<file path="config.mk">
export PLATFORM = sky130hd
export DESIGN_NAME = unified_sram_arbiter
export DESIGN_NICKNAME = d
export VERILOG_FILES = /design/src/rtl/sram_arb_pkg.sv /design/src/rtl/sram_arb_resp.sv /design/src/rtl/unified_sram_arbiter.sv
export SDC_FILE = /design/constraint.sdc
export NUM_CORES = 1
export LEC_CHECK = 0
export ABC_CLOCK_PERIOD_IN_PS = 3250
export CORE_AREA = 2 2 134 136
export CTS_BUF_LIST = sky130_fd_sc_hd__clkbuf_16
export DETAILED_ROUTE_END_ITERATION = 10
export DIE_AREA = 0 0 136 138
export GPL_ROUTABILITY_DRIVEN = 1
export PLACE_DENSITY = 0.67
export SLEW_MARGIN = 20
export SYNTH_ARGS = -nofsm -noshare
export SYNTH_HDL_FRONTEND = slang
export SYNTH_SLANG_ARGS = --single-unit
</file>
<file path="constraint.sdc">
create_clock -name clk -period 3.25 [get_ports clk]
set_clock_uncertainty 0.05 [all_clocks]
set_input_delay 0.65 -clock clk [delete_from_list [all_inputs] [get_ports clk]]
set_output_delay 0.65 -clock clk [all_outputs]
set_load 0.01 [all_outputs]
</file>
<file path="src/rtl/sram_arb_pkg.sv">
// Shared constants and request bundle for the unified I/D SRAM arbiter.
package sram_arb_pkg;

    localparam int unsigned SRAM_ADDR_W = 32;
    localparam int unsigned SRAM_DATA_W = 32;
    localparam int unsigned SRAM_BE_W   = SRAM_DATA_W / 8;

    localparam logic PORT_I = 1'b0;
    localparam logic PORT_D = 1'b1;

    localparam int unsigned ARB_FIXED = 0;
    localparam int unsigned ARB_RR    = 1;

    typedef struct packed {
        logic                   req;
        logic [SRAM_BE_W-1:0]   we;
        logic [SRAM_ADDR_W-1:0] addr;
        logic [SRAM_DATA_W-1:0] wdata;
    } sram_req_t;

endpackage

</file>
<file path="src/rtl/sram_arb_resp.sv">
// Read-response tracker: routes the 1-cycle SRAM read data to the issuing port
// and holds each port's last read word until that port's next read returns.
module sram_arb_resp
    import sram_arb_pkg::*;
#(
    parameter int unsigned DATA_W = 32
) (
    input  logic              clk,
    input  logic              reset,
    input  logic              i_rd_i,
    input  logic              i_rd_d,
    input  logic [DATA_W-1:0] i_sram_rdata,
    output logic              o_rvalid_i,
    output logic [DATA_W-1:0] o_rdata_i,
    output logic              o_rvalid_d,
    output logic [DATA_W-1:0] o_rdata_d
);

    logic              r_pending;
    logic              r_owner;
    logic [DATA_W-1:0] r_hold_i;
    logic [DATA_W-1:0] r_hold_d;

    always_ff @(posedge clk) begin
        if (reset) begin
            r_pending <= 1'b0;
            r_owner   <= PORT_I;
            r_hold_i  <= '0;
            r_hold_d  <= '0;
        end else begin
            r_pending <= i_rd_i | i_rd_d;
            if (i_rd_i | i_rd_d) begin
                r_owner <= i_rd_d ? PORT_D : PORT_I;
            end
            if (o_rvalid_i) begin
                r_hold_i <= i_sram_rdata;
            end
            if (o_rvalid_d) begin
                r_hold_d <= i_sram_rdata;
            end
        end
    end

    assign o_rvalid_i = r_pending & (r_owner == PORT_I);
    assign o_rvalid_d = r_pending & (r_owner == PORT_D);

    // The SRAM output register supplies the word during the valid cycle; the hold takes over after.
    assign o_rdata_i = o_rvalid_i ? i_sram_rdata : r_hold_i;
    assign o_rdata_d = o_rvalid_d ? i_sram_rdata : r_hold_d;

endmodule

</file>
<file path="src/rtl/unified_sram_arbiter.sv">
// Shares one single-port SRAM between instruction fetch (I) and load/store (D),
// one access per cycle, with I anti-starvation or round-robin selection.
module unified_sram_arbiter
    import sram_arb_pkg::*;
#(
    parameter int unsigned ADDR_W   = SRAM_ADDR_W,
    parameter int unsigned DATA_W   = SRAM_DATA_W,
    parameter int unsigned MAX_WAIT = 4,
    parameter int unsigned RR_MODE  = ARB_FIXED,
    parameter int unsigned CNT_W    = 16
) (
    input  logic                clk,
    input  logic                reset,

    input  logic                i_req,
    input  logic [DATA_W/8-1:0] i_we,
    input  logic [ADDR_W-1:0]   i_addr,
    input  logic [DATA_W-1:0]   i_wdata,
    output logic                i_gnt,
    output logic                i_rvalid,
    output logic [DATA_W-1:0]   i_rdata,

    input  logic                d_req,
    input  logic [DATA_W/8-1:0] d_we,
    input  logic [ADDR_W-1:0]   d_addr,
    input  logic [DATA_W-1:0]   d_wdata,
    output logic                d_gnt,
    output logic                d_rvalid,
    output logic [DATA_W-1:0]   d_rdata,

    output logic                sram_en,
    output logic [DATA_W/8-1:0] sram_we,
    output logic [ADDR_W-1:0]   sram_addr,
    output logic [DATA_W-1:0]   sram_wdata,
    input  logic [DATA_W-1:0]   sram_rdata,

    output logic [CNT_W-1:0]    i_gnt_cnt,
    output logic [CNT_W-1:0]    d_gnt_cnt
);

    localparam int unsigned BE_W = DATA_W / 8;
    localparam int unsigned SC_W = (MAX_WAIT > 0) ? $clog2(MAX_WAIT + 1) : 1;

    // Parameter-sized form of sram_req_t.
    typedef struct packed {
        logic              req;
        logic [BE_W-1:0]   we;
        logic [ADDR_W-1:0] addr;
        logic [DATA_W-1:0] wdata;
    } req_bus_t;

    req_bus_t         w_req_i;
    req_bus_t         w_req_d;
    req_bus_t         w_sel;
    logic             w_i_prio;
    logic             w_i_win;
    logic             w_d_win;
    logic             w_rd_i;
    logic             w_rd_d;

    logic [SC_W-1:0]  r_starve_cnt;
    logic             r_last_grant;
    logic [CNT_W-1:0] r_i_gnt_cnt;
    logic [CNT_W-1:0] r_d_gnt_cnt;

    assign w_req_i = '{req: i_req, we: i_we, addr: i_addr, wdata: i_wdata};
    assign w_req_d = '{req: d_req, we: d_we, addr: d_addr, wdata: d_wdata};

    // Tie-break: does I win when both ports request?
    always_comb begin
        w_i_prio = 1'b0;
        if (RR_MODE == ARB_RR) begin
            w_i_prio = (r_last_grant == PORT_D);
        end else begin
            w_i_prio = (r_starve_cnt == SC_W'(MAX_WAIT));
        end
    end

    assign w_i_win = ~reset & i_req & (~d_req | w_i_prio);
    assign w_d_win = ~reset & d_req & ~w_i_win;
    assign i_gnt   = w_i_win;
    assign d_gnt   = w_d_win;

    always_comb begin
        w_sel = '0;
        if (w_i_win) begin
            w_sel = w_req_i;
        end else if (w_d_win) begin
            w_sel = w_req_d;
        end
    end

    assign sram_en    = w_sel.req;
    assign sram_we    = w_sel.we;
    assign sram_addr  = w_sel.addr;
    assign sram_wdata = w_sel.wdata;

    always_ff @(posedge clk) begin
        if (reset) begin
            r_starve_cnt <= '0;
            r_last_grant <= PORT_D;
            r_i_gnt_cnt  <= '0;
            r_d_gnt_cnt  <= '0;
        end else begin
            if (w_i_win) begin
                r_i_gnt_cnt  <= r_i_gnt_cnt + CNT_W'(1);
                r_last_grant <= PORT_I;
            end else if (w_d_win) begin
                r_d_gnt_cnt  <= r_d_gnt_cnt + CNT_W'(1);
                r_last_grant <= PORT_D;
            end
            // Consecutive denied I cycles, saturating at the forcing threshold.
            if ((RR_MODE == ARB_FIXED) && i_req && !w_i_win) begin
                if (r_starve_cnt != SC_W'(MAX_WAIT)) begin
                    r_starve_cnt <= r_starve_cnt + SC_W'(1);
                end
            end else begin
                r_starve_cnt <= '0;
            end
        end
    end

    assign i_gnt_cnt = r_i_gnt_cnt;
    assign d_gnt_cnt = r_d_gnt_cnt;

    assign w_rd_i = w_i_win & ~(|i_we);
    assign w_rd_d = w_d_win & ~(|d_we);

    sram_arb_resp #(
        .DATA_W (DATA_W)
    ) u_resp (
        .clk          (clk),
        .reset        (reset),
        .i_rd_i       (w_rd_i),
        .i_rd_d       (w_rd_d),
        .i_sram_rdata (sram_rdata),
        .o_rvalid_i   (i_rvalid),
        .o_rdata_i    (i_rdata),
        .o_rvalid_d   (d_rvalid),
        .o_rdata_d    (d_rdata)
    );

endmodule

</file>
### After elaboration in Yosys (flattened, before gate mapping)

Index checks and enable logic that the tools add are counted.
W data, S select, Z words.

* bitwise gates (word level): 17
* eq/ne operators: 2
* mux-type cells: 5
* add/subtract/negate cells: 3
* reductions and logical operators: 6

Operators by type and width (count)
* $mux W69: 2
* $mux W32: 2
* $add A16 B1 Y16 const B: 2
* $and A1 B1 Y1: 8
* $reduce_or A4 Y1: 2
* $not A1 Y1: 7
* $add A3 B1 Y3 const B: 1
* $eq A3 B3 Y1 const B: 1
* $ne A3 B3 Y1 const B: 1
* $or A1 B1 Y1: 2
* $reduce_and A2 Y1: 1
* $reduce_or A2 Y1: 1
* $logic_and A1 B1 Y1: 1
* $logic_not A1 Y1: 1
* $mux W1: 1

* bits of input ports: 172
* register bits: 101
* output and inout port bits: 169

### Logic depth before layout (Yosys ltp)

* depth after elaboration: 7
* gate-level depth with buffers: 8
* gate-level depth less buffers: 6

### By module

Synthesis repeated with hierarchy kept, for this count alone.

* cell total of the unflattened synthesis: 598
* area, all modules: 5858.1 um^2

Modules (own cells, without submodules)
* sram_arb_resp: cells each 321, area an instance 3538.4 um^2, times used 1, seq. area each 1321.3 um^2
* unified_sram_arbiter: cells each 277, area an instance 2319.7 um^2, times used 1, seq. area each 700.7 um^2

### Worst setup path before layout

OpenSTA, ideal clock, no wires.

* path type: input port to output port
* start point: input reset
* end point: output sram_addr[30]
* required time: 2.550 ns
* data arrival time: 1.868 ns
* stages: 5
* slack: 0.682 ns
* path buffers: 2
* cells stage by stage: nand2b_1 buf_6 nor2_1 clkbuf_1 a22o_1

* longest elaborated chain between the ends: 7
* elaborated cells between the ends (all ways): 8
* those cells by class: mux (2); bitwise (6)

RTL lines
* start, declared: line unified_sram_arbiter.sv:13 `input logic reset,`
* $not A1 Y1 (*): line unified_sram_arbiter.sv:79 `assign w_i_win = ~reset & i_req & (~d_req | w_i_prio);`
* $and A1 B1 Y1 (*) (2 in a row): line unified_sram_arbiter.sv:79
* via i_gnt: line unified_sram_arbiter.sv:19 `output logic i_gnt,`
* $not A1 Y1 (no source line)
* $and A1 B1 Y1: line unified_sram_arbiter.sv:80 `assign w_d_win = ~reset & d_req & ~w_i_win;`
* $mux W69: line unified_sram_arbiter.sv:88 `end else if (w_d_win) begin`
* $mux W69 (*): line unified_sram_arbiter.sv:86 `if (w_i_win) begin`
* end, declared: line unified_sram_arbiter.sv:33 `output logic [ADDR_W-1:0] sram_addr,`

The timed path passes the listed nets; every way through them passes the cells marked *.

### Worst setup path after layout

* start point: register r_starve_cnt[0]
* end point: output sram_we[3]

* longest elaborated chain between the ends: 7

RTL lines
* start, declared: line unified_sram_arbiter.sv:61 `logic [SC_W-1:0] r_starve_cnt;`
* start signal, assigned: line unified_sram_arbiter.sv:115 `r_starve_cnt <= r_starve_cnt + SC_W'(1);`
* $eq A3 B3 Y1 (*): line unified_sram_arbiter.sv:75 `w_i_prio = (r_starve_cnt == SC_W'(MAX_WAIT));`
* $or A1 B1 Y1 (*): line unified_sram_arbiter.sv:79
* $and A1 B1 Y1 (*): line unified_sram_arbiter.sv:79
* $not A1 Y1 (no source line)
* $and A1 B1 Y1: line unified_sram_arbiter.sv:80
* $mux W69: line unified_sram_arbiter.sv:88
* $mux W69 (*): line unified_sram_arbiter.sv:86
* end, declared: line unified_sram_arbiter.sv:32 `output logic [DATA_W/8-1:0] sram_we,`

Mark *: on every way between the ends. The rest lies on a longest branch, timed or not.

==> flow_summary.ini <==
[critical_path]
worst_setup_path_end_kind = output pin
required_ns = 2.55
critical_path_peak_fanout = 21
timing.critical_path.arrival_ns = 2.42
crit_type = register to output pin
startpoint_type = register

[floorplan]
die_width_um = 136
initial_core_util_pct = 27.68
die_h_um = 138
core.rowCount = 49
placeableCoreArea_um2 = 17530
top_level_ports = 341
fp.dieArea_um2 = 18770

[placement]
dpl.hpwl_mm = 15.54
post-place-cells = 1050
gp_congestion = 0.8485
detailedPlace.worstSlack_ns = -0.09388
placement.io_buffers = 340
dpl_cell_area_um2 = 8652

[global_routing]
global_route.peak_usage_layer = met2
grt_antenna_before_repair = 1
first_global_vias = 4883
grt_util_all_layers_pct = 20.02
use_met1_pct = 23.09
pin_count_of_the_biggest_net_entering_global_routing = 73
grt_first_pass_wirelength_mm = 28.72
grt_overflow = 0
met3_usage_pct = 7.297
globalRouteMet2Util_pct = 34.04

[cts]
worstSkewPairLatency_ns = 0.34
clock_pin_slew_on_the_worst_setup_and_hold_paths_ns = 0.07
clock_sinks = 101
htree_levels = 3
numCtsBuffers = 9
tritoncts_clock_tree = yes
cts-root-buf = clkbuf_16
clk_path_buf_depth = 2

[cells_and_area]
final_nets = 1012
insertedDiodeCount = 0
seqCellArea_um2 = 2022
drive_above_1_share_pct = 14.29
multiInputGateArea_um2 = 2694
fill_cells = 1633
finalNonFillerCells = 1069
area_delta_synth_final_pct = 85.77
finalInstanceArea_um2 = 9016

[routing]
detailedRoute.firstIterationViolations = 201
detail_route.wirelength_mm = 19.59
routed_via_density = 4.803
remaining_drc_errors = 0
via_count = 5134
detail-route-antenna-nets = 0
detail_route.first_pass.iterations = 4
routedWlPerCell_um = 18.32

[yosys]
ys_top_cells_by_area = dfxtp_1, mux2_2, a22o_1, and2_1, clkbuf_1
syn-instance-count = 491
seq_area_frac_synth_pct = 41.66
synth_fp_nets = 667
synthesis.yosys.warnings = 0
synth_area_per_cell_um2 = 9.885
count_of_distinct_cell_types_in_the_synthesized_netlist = 36
synth_area_um2 = 4853
post-synth-top-area-cell = dfxtp_1
synth_top_area_share_pct = 41.66
ys_seq_elements = 101

[sta]
tightestPinTransition_ns = 0.6095
final_min_period_over_clock_period_pct = 96.01
final_hold_viol_count = 0
final-setup-viol-count = 0
postLayoutSetupSlackWorst_ns = 0.1298
maxSlewHeadroom_pct = 58.99
fmax_mhz = 320.5
worst_hold_slack_ns = 0.4149
drv_slew = 0
fin_crit_ns = 3.120
rsz0062_at_grt = false

[power_and_ir_drop]
pwr_density_cell_nw_per_um2 = 320.1
ir_drop_uv = 255.0
total_power_mw = 2.886
total_leakage_power_nw = 3.572

[job]
max_cap_violations = 0

[outcome]
status = completed

[worst_hold_path]
hold_class = register to register
metrics by stage:
step                      utilization, %  setup TNS [ns]
after floorplan                        -               0
after global placement             49.34         -0.9333
after detailed placement           49.34          -1.729
after CTS                          51.06               0
after global routing               51.42               0
final                              51.42               0
sequential cells by signal, summed over array words and instances, names as in the netlist:
signal and cells:
d_gnt_cnt 16, r_starve_cnt 3, u_resp.r_hold_d 32, u_resp.r_pending 1, i_gnt_cnt 16, u_resp.r_owner 1, u_resp.r_hold_i 32
cells in the mapped netlist:
cell type and n:
nand2_1 17, xnor2_1 9, nor2_1 20, a21bo_2 1, nor2b_1 2, nor4b_1 1, o31ai_1 4, o41ai_1 5
buf_1 5, mux2_2 66, nand3_1 15, dfxtp_1 101, a22o_1 67, or3_1 4, and3b_1 1, buf_2 1
nand4_1 5, clkbuf_1 30, nor3_1 2, buf_6 1, and4b_1 1, a21boi_2 1, or2_2 1, o21ai_0 8
and3_1 5, nor4_1 7, a21oi_1 10, xor2_1 6, and2_1 64, ha_1 4, inv_1 8, nand4b_1 3
or4_1 5, o311ai_0 5, nand2b_1 2, and4_1 4
cells in the final DEF (no fill, tap or decap), types with 6 or more instances in the layout:
cell type / n
clkdlybuf4s50_1: 329
dlygate4sd2_1: 6
dfxtp_1: 101
xnor2_1: 9
inv_1: 8
nand2_1: 17
a21oi_1: 10
mux2_2: 66
o21ai_0: 8
nor2_1: 19
a22o_1: 67
xor2_1: 6
nand3_1: 14
and2_1: 64
nor4_1: 7
buf_4: 26
clkbuf_16: 10
worst max-delay path, stage by stage, from the launching register on:
cell             delay [ns]
dfxtp_1                0.36
inv_1                  0.05
ha_1                   0.30
a21boi_4               0.22
nor2_4                 0.07
buf_12                 0.15
buf_12                 0.15
o21ai_0                0.17
clkdlybuf4s50_1        0.60
cell families after synthesis:
kind of cell / Yosys count / synth area share, %
buffers and inverters: 45 / 3.661
and+or+nand+nor: 159 / 18.82
adders and majority gates: 4 / 1.031
DFF: 101 / 41.66
xor gates and xnor gates: 15 / 2.707
AOI/OAI and AO/OA: 101 / 16.81
muxes: 66 / 15.31
what timing repair did:
item / 4_1_cts / 5_1_grt
hold buffers: 0 / 0
pin swaps: 2 / 1
buffers inserted: 0 / 2
resized for setup: 9 / 5
cloned: 0 / 2
endpoints found under the setup margin: 61 / 54
power breakdown:
part           internal [mW]  switching (mW)
registers               1.25         0.00625
clock network          0.593           0.472
logic                  0.364           0.205
cell type report:
type / instances / area share, %
inverter: 8 / 0.3331
clock inverter: 6 / 0.7077
multi-input combinational: 346 / 29.88
timing repair buffer: 370 / 40.98
clock buffer: 9 / 2.498
tap: 229 / 3.178
sequential: 101 / 22.43
routing by layer:
metal / wire (µm) / vias up
met5: 8 / -
met4: 487 / 2
met3: 1853 / 25
met2: 9526 / 227
met1: 7712 / 2389
li1: - / 2491
final timing paths:
path,from,end,slack [ns],depth (start not counted)
max,r_starve_cnt[0]$_SDFFE_PP0N_,sram_we[3],0.13,8
max reg2reg,r_starve_cnt[0]$_SDFFE_PP0N_,i_gnt_cnt[15]$_SDFFE_PP0P_,0.95,7
min reg2reg,r_starve_cnt[0]$_SDFFE_PP0N_,r_starve_cnt[0]$_SDFFE_PP0N_,0.41,1
min,r_starve_cnt[0]$_SDFFE_PP0N_,r_starve_cnt[0]$_SDFFE_PP0N_,0.41,1
Note: power is estimated with default switching activity, not from simulation.
